==> src/rtl/uplink_bus_arbiter.sv <==
// uplink_bus_arbiter
//   Shares the single uplink word channel into the terminal SPI bridge between
//   N producers. Arbitration is round-robin and a grant is held for a whole
//   burst so that packets stay contiguous. A burst is released on LAST, or on
//   MAX_BURST words, or when it is aborted because the owner stopped presenting
//   words for TIMEOUT cycles.
//
//   Ports
//     CLK, RESET          clock, synchronous active-high reset
//     REQ_VALID/ADDR/DATA/LAST  per-requester word (slices of 16/32 bits)
//     REQ_ACK             one-cycle pulse, requester's word taken
//     GRANT               one-hot current owner, 0 when idle
//     TR_IN, ADDR_IN, DATA_IN   word strobe and word to the terminal
//     TR_IN_BUSY          terminal back-pressure
//     ABORT               one-cycle pulse, owner's burst cut by timeout
module uplink_bus_arbiter #(
    parameter int N         = 4,
    parameter int MAX_BURST = 64,
    parameter int TIMEOUT   = 1024
) (
    input  logic            CLK,
    input  logic            RESET,
    input  logic [N-1:0]    REQ_VALID,
    input  logic [16*N-1:0] REQ_ADDR,
    input  logic [32*N-1:0] REQ_DATA,
    input  logic [N-1:0]    REQ_LAST,
    output logic [N-1:0]    REQ_ACK,
    output logic [N-1:0]    GRANT,
    output logic            TR_IN,
    output logic [15:0]     ADDR_IN,
    output logic [31:0]     DATA_IN,
    input  logic            TR_IN_BUSY,
    output logic            ABORT
);
    localparam int              IW        = (N > 1) ? $clog2(N) : 1;
    localparam logic [15:0]     BURST_MAX = 16'(MAX_BURST);
    localparam logic [15:0]     STALL_MAX = 16'(TIMEOUT);
    localparam logic [IW-1:0]   LAST_IDX  = IW'(N - 1);

    typedef enum logic [1:0] {IDLE, ISSUE, GAP} state_t;

    state_t        state, state_nx;
    logic [IW-1:0] owner, owner_nx;
    logic [IW-1:0] rr_ptr, rr_ptr_nx;
    logic [15:0]   burst_cnt, burst_cnt_nx;
    logic [15:0]   stall_cnt, stall_cnt_nx;
    logic          rel, rel_nx;
    logic [N-1:0]  ack_nx, grant_nx;
    logic          tr_nx, abort_nx;
    logic [15:0]   addr_nx;
    logic [31:0]   data_nx;

    logic          pick_found;
    logic [IW-1:0] pick_idx;
    logic [IW-1:0] cand;

    logic [15:0]   addr_arr [N];
    logic [31:0]   data_arr [N];

    for (genvar i = 0; i < N; i++) begin : g_slice
        assign addr_arr[i] = REQ_ADDR[16*i +: 16];
        assign data_arr[i] = REQ_DATA[32*i +: 32];
    end

    // Round-robin pick: first requester after rr_ptr, wrapping; rr_ptr itself
    // is searched last, so the previous owner has lowest priority.
    always_comb begin
        pick_found = 1'b0;
        pick_idx   = '0;
        cand       = '0;
        for (int k = 1; k <= N; k++) begin
            cand = IW'((int'(rr_ptr) + k) % N);
            if (!pick_found && REQ_VALID[cand]) begin
                pick_found = 1'b1;
                pick_idx   = cand;
            end
        end
    end

    always_comb begin
        state_nx     = state;
        owner_nx     = owner;
        rr_ptr_nx    = rr_ptr;
        burst_cnt_nx = burst_cnt;
        stall_cnt_nx = stall_cnt;
        rel_nx       = rel;
        grant_nx     = GRANT;
        ack_nx       = '0;
        tr_nx        = 1'b0;
        abort_nx     = 1'b0;
        addr_nx      = ADDR_IN;
        data_nx      = DATA_IN;
        unique case (state)
            IDLE: begin
                grant_nx = '0;
                if (pick_found) begin
                    owner_nx     = pick_idx;
                    grant_nx     = N'(1) << pick_idx;
                    burst_cnt_nx = '0;
                    stall_cnt_nx = '0;
                    state_nx     = ISSUE;
                end
            end
            ISSUE: begin
                if (REQ_VALID[owner] && !TR_IN_BUSY) begin
                    tr_nx        = 1'b1;
                    ack_nx       = N'(1) << owner;
                    addr_nx      = addr_arr[owner];
                    data_nx      = data_arr[owner];
                    burst_cnt_nx = burst_cnt + 16'd1;
                    stall_cnt_nx = '0;
                    // LAST on the MAX_BURST-th word is still one release.
                    rel_nx       = REQ_LAST[owner] || (burst_cnt + 16'd1 == BURST_MAX);
                    state_nx     = GAP;
                end else if (stall_cnt + 16'd1 == STALL_MAX) begin
                    if (!REQ_VALID[owner]) begin
                        abort_nx  = 1'b1;
                        grant_nx  = '0;
                        rr_ptr_nx = owner;
                        state_nx  = IDLE;
                    end
                    // Stalled only by the terminal: hold the counter one
                    // short of the limit so a later VALID drop aborts at once.
                end else begin
                    stall_cnt_nx = stall_cnt + 16'd1;
                end
            end
            GAP: begin
                if (rel) begin
                    grant_nx  = '0;
                    rr_ptr_nx = owner;
                    state_nx  = IDLE;
                end else begin
                    state_nx  = ISSUE;
                end
            end
            default: begin
                grant_nx = '0;
                state_nx = IDLE;
            end
        endcase
    end

    always_ff @(posedge CLK) begin
        if (RESET) begin
            state     <= IDLE;
            owner     <= '0;
            rr_ptr    <= LAST_IDX;
            burst_cnt <= '0;
            stall_cnt <= '0;
            rel       <= 1'b0;
            REQ_ACK   <= '0;
            GRANT     <= '0;
            TR_IN     <= 1'b0;
            ADDR_IN   <= '0;
            DATA_IN   <= '0;
            ABORT     <= 1'b0;
        end else begin
            state     <= state_nx;
            owner     <= owner_nx;
            rr_ptr    <= rr_ptr_nx;
            burst_cnt <= burst_cnt_nx;
            stall_cnt <= stall_cnt_nx;
            rel       <= rel_nx;
            REQ_ACK   <= ack_nx;
            GRANT     <= grant_nx;
            TR_IN     <= tr_nx;
            ADDR_IN   <= addr_nx;
            DATA_IN   <= data_nx;
            ABORT     <= abort_nx;
        end
    end

endmodule
==> config.mk <==
export PLATFORM = sky130hd
export DESIGN_NAME = uplink_bus_arbiter
export DESIGN_NICKNAME = d
export VERILOG_FILES = /design/src/rtl/uplink_bus_arbiter.sv
export SDC_FILE = /design/constraint.sdc
export NUM_CORES = 1
export LEC_CHECK = 0
export ABC_AREA = 1
export CORE_ASPECT_RATIO = 0.75
export CORE_MARGIN = 5
export CORE_UTILIZATION = 38
export DETAILED_ROUTE_END_ITERATION = 16
export PLACE_DENSITY_LB_ADDON = 0.2
export SLEW_MARGIN = 5
export SYNTH_ARGS = -nofsm -noshare
export SYNTH_HDL_FRONTEND = slang
export SYNTH_SLANG_ARGS = --single-unit
==> constraint.sdc <==
create_clock -name CLK -period 1.98 [get_ports CLK]
set_clock_uncertainty 0.05 [all_clocks]
set_input_delay 0.396 -clock CLK [delete_from_list [all_inputs] [get_ports CLK]]
set_output_delay 0.396 -clock CLK [all_outputs]
set_load 0.02 [all_outputs]
==> impl_metrics.ini, run 1 <==
[clock_tree]
cts_tree = yes
numCtsBuffers = 9
clock_path_buffers = 2
htreeDepth = 3
root_buffer = clkbuf_16
clk_pin_slew_worst_paths_ns = 0.07
cts_sinks = 97
clock_latency_ns = 0.34

[final_layout]
drive_gt1_share_pct = 13.01
final_nets = 1400
post-route-util_pct = 65.04
fin_cells = 1399
area_growth_pct = 65.87
diodes = 0

[floorplanning]
die_h_um = 116.5
ios = 261
core_region_area_um2 = 14640
core.rowCount = 38
dieArea_um2 = 17690
start_util_pct = 39.21
die-width_um = 151.9

[timing]
worst_slew_pin_slew_ns = 0.6297
drv_slew = 0
fin_crit_sh_pct = 103.7
period_minus_slack_ns = 2.053
grt_setup_unrepaired = yes
fin_ws_ns = -0.07336
finalHoldViolations = 0
max_freq_mhz = 487.0
slew_headroom_pct = 58.02
setup_viol = 16

[drt]
drc = 0
detail-route-antenna-nets = 0
drtIter0Drc = 501
firstDrtPassIters = 5
routed-via-count = 7075
vias_per_cell = 5.057
wire_per_inst_um = 15.57
wl_um = 21780

[worst_setup_path]
start_kind = flip-flop
cp_data_arrival_time_ns = 2.27
rrSetupSlack_ns = -0.07
end_kind = flip-flop
crit_type = flip-flop to flip-flop
worst_ep_required_time_ns = 2.20
cp_max_fo = 7

[power_and_ir_drop]
leakage_nw = 3.679
ir_worst_vdd_v = 0.0005035
powerDensity_nw_per_um2 = 903.5

[global_routing]
grt_pass1_wl_um = 33720
grt_max_degree = 62
grt-ovfl-total = 0
antenna_found_initial = 0
grt_pass1_vias = 6565
grtUsageTotal_pct = 23.27

[placed_design]
gp_congestion = 0.8776
dpl_worst_slack_ns = -0.3231
dp_cells = 1361
place_hpwl_um = 15310
io_buffers = 260

[run_status]
status = complete, but fails checks
violations = negative setup slack

[synthesis]
syn_inst = 917
seq_area_frac_synth_pct = 33.82
syn-cell-area_um2 = 5742
yosysUniqueCellTypes = 32
yosysWarnings = 0
syn-num-nets = 1123
syn_avg_cell_area_um2 = 6.261
synth_seq_cells = 97

[worst_hold_path]
hp-class = flip-flop to flip-flop

[job]
cap_violations = 0
[path summary, 6_finish.rpt]
path                        startpoint                   endpoint  cells after the start
max reg2reg  stall_cnt[0]$_SDFFE_PP0P_  stall_cnt[1]$_SDFFE_PP0P_                     14
max          stall_cnt[0]$_SDFFE_PP0P_  stall_cnt[1]$_SDFFE_PP0P_                     14
min              GRANT[0]$_SDFFE_PP0P_      GRANT[0]$_SDFFE_PP0P_                      2
min reg2reg      GRANT[0]$_SDFFE_PP0P_      GRANT[0]$_SDFFE_PP0P_                      2
[flip-flops by register name, summed over array words and instances, names as in the netlist]
name       flops
burst_cnt     16
rr_ptr         2
TR_IN          1
REQ_ACK        4
owner          2
DATA_IN       32
GRANT          4
stall_cnt     16
rel            1
ADDR_IN       16
ABORT          1
state          2
[synth_stat cells]
cell      instances  area [µm²]
a21oi_1          29       145.1
a21oi_2           4       35.03
a22oi_1           9       67.56
a31oi_1          50       312.8
and2_1            1       6.260
buf_1             3       11.26
buf_2             8       40.04
buf_4             4       30.03
buf_6             1       11.26
clkbuf_1         42       157.7
clkinv_1          1       3.750
dfxtp_1          97        1942
ha_1              3       37.54
inv_1            44       165.2
inv_2             3       11.26
nand2_1         112       420.4
nand2_2           2       12.51
nand2_4           1       11.26
nand3_1          37       185.2
nand3_2           1       10.01
nand3b_1          3       22.52
nand4_1          10       62.56
nor2_1          259       972.2
nor2_2            5       31.28
nor2_4            4       45.04
nor3_1            6       30.03
o211ai_1          1       7.510
o21ai_0         156       780.8
o21bai_1          6       45.04
o22ai_1           1       6.260
xnor2_1           4       35.03
xor2_1           10       87.58
[routing by layer]
| metal | GRT usage (%) | part of all wire [%] | vias up |
|---|---|---|---|
| met2 | 39.05 | 46 | 256 |
| met4 | 5.509 | 1.8 | 0 |
| met1 | 29.72 | 44 | 3173 |
| li1 | - | - | 3619 |
| met5 | 0 | 0 | - |
| met3 | 7.222 | 8.1 | 27 |
[critical path, cell delays in order, from the launching register on]
cell and delay (ns):
dfxtp_4 0.37, buf_6 0.11, inv_2 0.04, nor2_4 0.21, nand3_2 0.12, nand2_1 0.08, nand2_1 0.07, nor2_1 0.11
nand2_1 0.09, nor2_4 0.15, nand3_2 0.12, nand2_4 0.13, buf_12 0.14, o21bai_1 0.08, nor2_1 0.11
[cell type report]
class                           instances  area, µm²
Clock buffer                           11      252.7
Clock inverter                          5      53.80
Fill cell                            1342       5120
Inverter                               48      180.2
Multi-Input combinational cell        714       3567
Sequential cell                        97       1969
Tap cell                              200      250.2
Timing Repair Buffer                  324       3251
[metrics by stage]
step / TNS, ns / hold slack (ns) / total power (W) / area (µm²)
finish: -0.5255 / 0.4324 / 0.008605 / 9524
global route: -3.667 / 0.4522 / 0.009188 / 9524
CTS: -0.2509 / 0.4354 / 0.008418 / 9284
detailed placement: -22.25 / 0.4264 / 0.006531 / 8795
global placement: -20.07 / 0.4194 / 0.006494 / 8795
floorplan: 0 / 0.4055 / 0.004735 / 5742
[timing repair]
action	4_1_cts	5_1_grt
pin swaps	20	18
gates cloned	0	2
hold buffers	0	0
setup buffers	9	11
setup endpoints to repair	22	88
gates resized for setup	34	43
[power by group]
part,switching (W),internal [W]
clock network,0.000766,0.00105
logic,0.00240,0.00192
registers,0.000222,0.00225
[cells in the final DEF (no fill, tap or decap), types with 2 or more instances in the layout]
cell type        count
nor2_2               9
buf_6                6
clkbuf_16           10
buf_4               47
nand3_2              6
clkdlybuf4s50_1    259
nand3b_1             3
a31oi_1             50
o21ai_0            150
nand4_1             10
o21ai_2              2
a21oi_2              8
o21ai_1              4
dfxtp_1             85
a21oi_1             25
nor2_4               9
clkinv_2             3
inv_2                5
buf_12              10
a22oi_1              7
inv_1               43
xor2_1               9
nor3_1               5
dfxtp_2              7
nand2_1             99
dfxtp_4              5
nand2_2             13
clkbuf_8             2
xnor2_1              3
a22oi_2              2
nand2_4              3
o21bai_1             6
nand3_1             31
nor2_1             250
[logic make-up after synthesis]
group	share of synthesized area, %
flops	33.82
buf+inv	7.496
compound gates	24.38
xor+xnor	2.135
fa+ha+maj	0.6538
simple gates	31.51
Power figures use the tool's default switching activity.
==> run 2, diff against run 1 <==
==> constraint.sdc (replaced) <==
create_clock -name CLK -period 1.98 [get_ports CLK]
set_clock_uncertainty 0.05 [all_clocks]
set_input_delay 0.396 -clock CLK [delete_from_list [all_inputs] [get_ports CLK]]
set_output_delay 0.396 -clock CLK [all_outputs]
set_load 0.05 [all_outputs]
==> impl_metrics.ini, run 2 (synthesis results as in run 1) <==
[run_status]
status = complete, but fails checks
violations = negative setup slack

[worst_setup_path]
r2r-start = rr_ptr[0]$_SDFFE_PP1P_
start_kind = flip-flop
worst_ep_required_time_ns = 2.21
crit_type = flip-flop to flip-flop
end_kind = flip-flop
reg2reg_depth = 12
startpoint = rr_ptr[0]$_SDFFE_PP1P_
rrSetupSlack_ns = -0.11
cp_data_arrival_time_ns = 2.32
cp_max_fo = 7

[final_layout]
final_cell_mix = nor2_1, clkdlybuf4s50_1, o21ai_0
largest_reg_flops = 32
final_common_cell = nor2_1
top_register = DATA_IN
final_nets = 1403
multi_input_comb_area_um2 = 3620
diodes = 0
drive_gt1_share_pct = 16.89
fin_area_um2 = 9590
area_growth_pct = 67.03
register_area_um2 = 1964
post-route-util_pct = 65.49
fill_cells = 1304
fin_cells = 1402

[drt]
routed-via-count = 7190
detail-route-antenna-nets = 0
drtIter0Drc = 455
drc = 0
wire_per_inst_um = 15.90
wl_um = 22290
firstDrtPassIters = 5
vias_per_cell = 5.128

[power_and_ir_drop]
ir_worst_vdd_v = 0.0005652
leakage_nw = 3.901
powerDensity_nw_per_um2 = 995.4

[timing]
setup_viol = 18
finalHoldViolations = 0
slew_headroom_pct = 61.89
drv_slew = 0
fin_ws_ns = -0.1053
max_freq_mhz = 479.5
grt_setup_unrepaired = yes
worst_slew_pin_slew_ns = 0.5708
fin_crit_sh_pct = 105.3
period_minus_slack_ns = 2.085

[placed_design]
place_area_um2 = 8680
gp_congestion = 0.8718
place_hpwl_um = 15070
dp_cells = 1360
io_buffers = 260
dpl_worst_slack_ns = -0.3216

[worst_hold_path]
hold_start = GRANT[1]$_SDFFE_PP0P_
hp-class = flip-flop to flip-flop
min_path_cells = 2

[clock_tree]
htreeDepth = 3
clock_path_buffers = 2
clock_latency_ns = 0.35
root_buffer = clkbuf_16
clk_pin_slew_worst_paths_ns = 0.07
cts_tree = yes
numCtsBuffers = 9
cts_sinks = 97

[floorplanning]
start_util_pct = 39.21
die-width_um = 151.9
ios = 261
core_region_area_um2 = 14640
die_h_um = 116.5
dieArea_um2 = 17690
core.rowCount = 38

[global_routing]
antenna_found_initial = 0
grt-ovfl-total = 0
grt_pass1_vias = 6381
grt_max_degree = 94
grt_pass1_wl_um = 33200
grtUsageTotal_pct = 22.85

[job]
cap_violations = 0
## run 2: metal layers
metal	routed length, µm	share of wire (%)	track usage [%]	vias up
met4	293	1.3	5.150	0
met1	9387	42	27.80	3226
met2	10730	48	40.36	307
met3	1883	8.4	7.000	28
met5	0	0	0	-
li1	-	-	-	3629
## run 2: path summary, 6_finish.rpt
check / to
worst min-delay path: GRANT[1]$_SDFFE_PP0P_
worst min register to register: GRANT[1]$_SDFFE_PP0P_
worst max-delay path: stall_cnt[6]$_SDFFE_PP0P_
worst max register to register: stall_cnt[6]$_SDFFE_PP0P_
## run 2: worst max-delay path, stage by stage (launching register included)
cell and delay [ns]:
dfxtp_2 0.34, buf_4 0.16, xor2_1 0.17, nand2_1 0.11, nand2_1 0.10, nor2_2 0.19
nand3_2 0.14, o21bai_1 0.21, inv_1 0.13, nand2_8 0.12, buf_12 0.14, nand2_1 0.06
a21oi_2 0.10
## run 2: power by group
group          switching [W]  internal, W
registers           0.000218      0.00225
clock network       0.000785      0.00140
logic                0.00298      0.00192
## run 2: per-stage QoR
stage	power (W)	setup TNS (ns)	hold WS [ns]
2_1_floorplan	0.005212	0	0.4055
3_3_place_gp	0.006908	-20.53	0.4233
3_5_place_dp	0.006948	-22.21	0.4302
4_1_cts	0.009185	-0.004734	0.4415
5_1_grt	0.01011	-5.502	0.4657
6_report	0.009546	-1.289	0.4430
## run 2: cell type report
cell class              instances  share of cell area, %
flip-flops and latches         97                  20.48
clock inverters                 6                  1.422
clock buffers                  10                  2.492
well taps                     200                  2.609
multi-input cells             714                  37.74
inverters                      48                  1.879
repair buffers                327                  33.37
## run 2: what timing repair did
item | CTS | global route
hold buffers | 0 | 0
gates resized for setup | 18 | 73
pin swaps | 4 | 26
buffers inserted | 10 | 13
endpoints found under the setup margin | 23 | 100
cloned | 0 | 3
==> run 3, diff against run 2 <==
--- a/config.mk
+++ b/config.mk
@@ -5,11 +5,11 @@
 export SDC_FILE = /design/constraint.sdc
 export NUM_CORES = 1
 export LEC_CHECK = 0
-export ABC_AREA = 1
 export CORE_ASPECT_RATIO = 0.75
 export CORE_MARGIN = 5
 export CORE_UTILIZATION = 38
 export DETAILED_ROUTE_END_ITERATION = 16
+export GPL_ROUTABILITY_DRIVEN = 0
 export PLACE_DENSITY_LB_ADDON = 0.2
 export SLEW_MARGIN = 5
 export SYNTH_ARGS = -nofsm -noshare
==> impl_metrics.ini, run 3 <==
[drt]
wire_per_inst_um = 18.28
wl_um = 21150
top_layer_used = met4
m1WireLength_um = 8057
drtIter0Drc = 218
routed-wl-met2_um = 11000
wl_met3_um = 1649
vias_per_cell = 5.344
drc = 0
detail-route-antenna-nets = 0
firstDrtPassIters = 5
routed-via-count = 6183

[global_routing]
grt-ovfl-total = 0
grt_pass1_vias = 6437
grt_pass1_wl_um = 31490
grtUsageTotal_pct = 22.78
grt_max_degree = 57
antenna_found_initial = 0

[worst_setup_path]
crit_chain = buf_4 -> nand3_2 -> nor4_2 -> xnor2_1 -> o21ai_4 -> buf_4 -> nor3_4 -> buf_6 -> mux2i_1 -> o21ai_1
worst_ep_required_time_ns = 2.15
critPathSlowestCell = dfxtp_2
start_kind = flip-flop
cp_max_fo = 4
end_kind = flip-flop
cpMostUsedCell = buf_4
cp_data_arrival_time_ns = 2.55
cpPeakStageDelay_ns = 0.36
crit_type = flip-flop to flip-flop

[clock_tree]
cts_tree = yes
htreeDepth = 3
clock_path_buffers = 2
cts_sinks = 97
clk_pin_slew_worst_paths_ns = 0.07
clock_latency_ns = 0.35
root_buffer = clkbuf_16
cts_hold_buffers = 0
numCtsBuffers = 9

[power_and_ir_drop]
leakage_nw = 4.119
powerDensity_nw_per_um2 = 553.2
power_w = 0.005706
ir_worst_vdd_v = 0.0003341

[floorplanning]
core_region_area_um2 = 14450
dieArea_um2 = 17260
die_h_um = 115.0
die-width_um = 150.0
ios = 261
start_util_pct = 38.66
core.rowCount = 38

[synthesis]
synth-edff-count = 0
synth_top_area_share_pct = 34.75
netlist_top_cells_count = nand2_1, dfxtp_1, a21oi_1
seq_area_frac_synth_pct = 34.75
synth_top_family_by_area = simple AND/OR/NAND/NOR gates
synthTopCellsByArea = dfxtp_1, mux4_2, nand2_1
syn-num-nets = 836
synthArstFlopShare_pct = 0
synth_fa_ha_area_share_pct = 0.6717
syn_inst = 630
yosysMostFrequentCell = nand2_1
syn_avg_cell_area_um2 = 8.870
yosysUniqueCellTypes = 58
synth_simple_gate_area_share_pct = 21.65
synth_seq_cells = 97
yosysWarnings = 0
yosys.area.top_type = dfxtp_1
synth_compound_gate_area_share_pct = 14.98
synth-xor-area-share_pct = 1.567
syn-cell-area_um2 = 5588
yosys-mux-area-fraction_pct = 21.61
synthFlopType = dfxtp_1

[placed_design]
dpl_worst_slack_ns = -0.6024
io_buffers = 260
dp_cells = 1118
place_hpwl_um = 14950

[final_layout]
area_growth_pct = 84.59
register_area_um2 = 1958
fin_cells = 1157
diodes = 0
final_common_cell = clkdlybuf4s50_1
final_nets = 1158
post-route-util_pct = 71.36
top_register = DATA_IN
fill_cells = 1073
final_cell_mix = clkdlybuf4s50_1, buf_4, nand2_1
drive_gt1_share_pct = 35.21
largest_reg_flops = 32
multi_input_comb_area_um2 = 4135

[timing]
grt_setup_unrepaired = yes
period_minus_slack_ns = 2.375
fin_crit_sh_pct = 120.0
max_freq_mhz = 421.0
fin_ws_ns = -0.3950
whs_ns = 0.4013
drv_slew = 0
finalHoldViolations = 0
setup_viol = 24
slew_headroom_pct = 51.29
worst_slew_pin_slew_ns = 0.7307

[job]
cap_violations = 0

[run_status]
violations = negative setup slack
status = complete, but fails checks

[worst_hold_path]
hp-class = flip-flop to flip-flop
## run 3: changes by cell type after synthesis, moves of 9 or more
cell and delta:
clkbuf_1 -15, nand2_1 +15, a22oi_1 -9, a31oi_1 -44
mux4_2 +50, a21oi_1 +45, o21ai_0 -132, inv_1 -30
nand3_1 -14, nor2_1 -218
## run 3: power breakdown
part           leakage, nW  switching [W]  total (W)  internal (W)
Combinational         3.19       0.000835    0.00183      0.000998
Clock                0.139       0.000785    0.00177      0.000985
Sequential           0.790      0.0000746    0.00210       0.00203
## run 3: final cells by class
class	count	area share [%]
clock inverter	6	0.6550
inverter	14	0.5095
multi-input combinational	471	40.09
tap	200	2.426
clock buffer	10	2.220
sequential	97	18.98
timing repair buffer	359	35.12
## run 3: per-stage QoR
stage | cell area (µm²) | setup TNS [ns]
after floorplan | 5613 | -1.855
after global placement | 8830 | -37.06
after detailed placement | 8830 | -43.63
after CTS | 9493 | -5.367
after global routing | 10310 | -10.33
final | 10310 | -6.084
## run 3: metal layers
metal | GRT usage, % | up-vias
li1 | - | 2943
met1 | 25.97 | 2976
met2 | 40.73 | 228
met3 | 7.368 | 36
met4 | 7.252 | 0
met5 | 0 | -
## run 3: final timing paths
check / end / cells past startpoint / slack [ns] / startpoint
setup reg to reg: rr_ptr[0]$_SDFFE_PP1P_ / 10 / -0.40 / stall_cnt[1]$_SDFFE_PP0P_
hold / removal: ADDR_IN[15]$_SDFFE_PP0P_ / 2 / 0.40 / ADDR_IN[15]$_SDFFE_PP0P_
setup / recovery: rr_ptr[0]$_SDFFE_PP1P_ / 10 / -0.40 / stall_cnt[1]$_SDFFE_PP0P_
hold reg to reg: ADDR_IN[15]$_SDFFE_PP0P_ / 2 / 0.40 / ADDR_IN[15]$_SDFFE_PP0P_
## run 3: what timing repair did
item,4_1_cts,5_1_grt
pin swaps,24,101
setup endpoints to repair,90,95
resized for setup,58,186
hold endpoints to repair,0,0
buffers inserted,8,8
cloned,5,5
## run 3: worst max-delay path, delay by kind of cell (launching register included)
kind,cells,cell delay (ns)
mux,1,0.19
xor+xnor,1,0.30
compound gates,2,0.21
flops,1,0.36
simple gates,3,0.68
buf+inv,3,0.45
## run 3: cell families after synthesis
| family | count (synthesis) |
|---|---|
| buffers and inverters | 62 |
| and+or+nand+nor | 260 |
| muxes | 58 |
| AOI/OAI and AO/OA | 140 |
| adders and majority gates | 3 |
| xor gates and xnor gates | 10 |
| DFF | 97 |
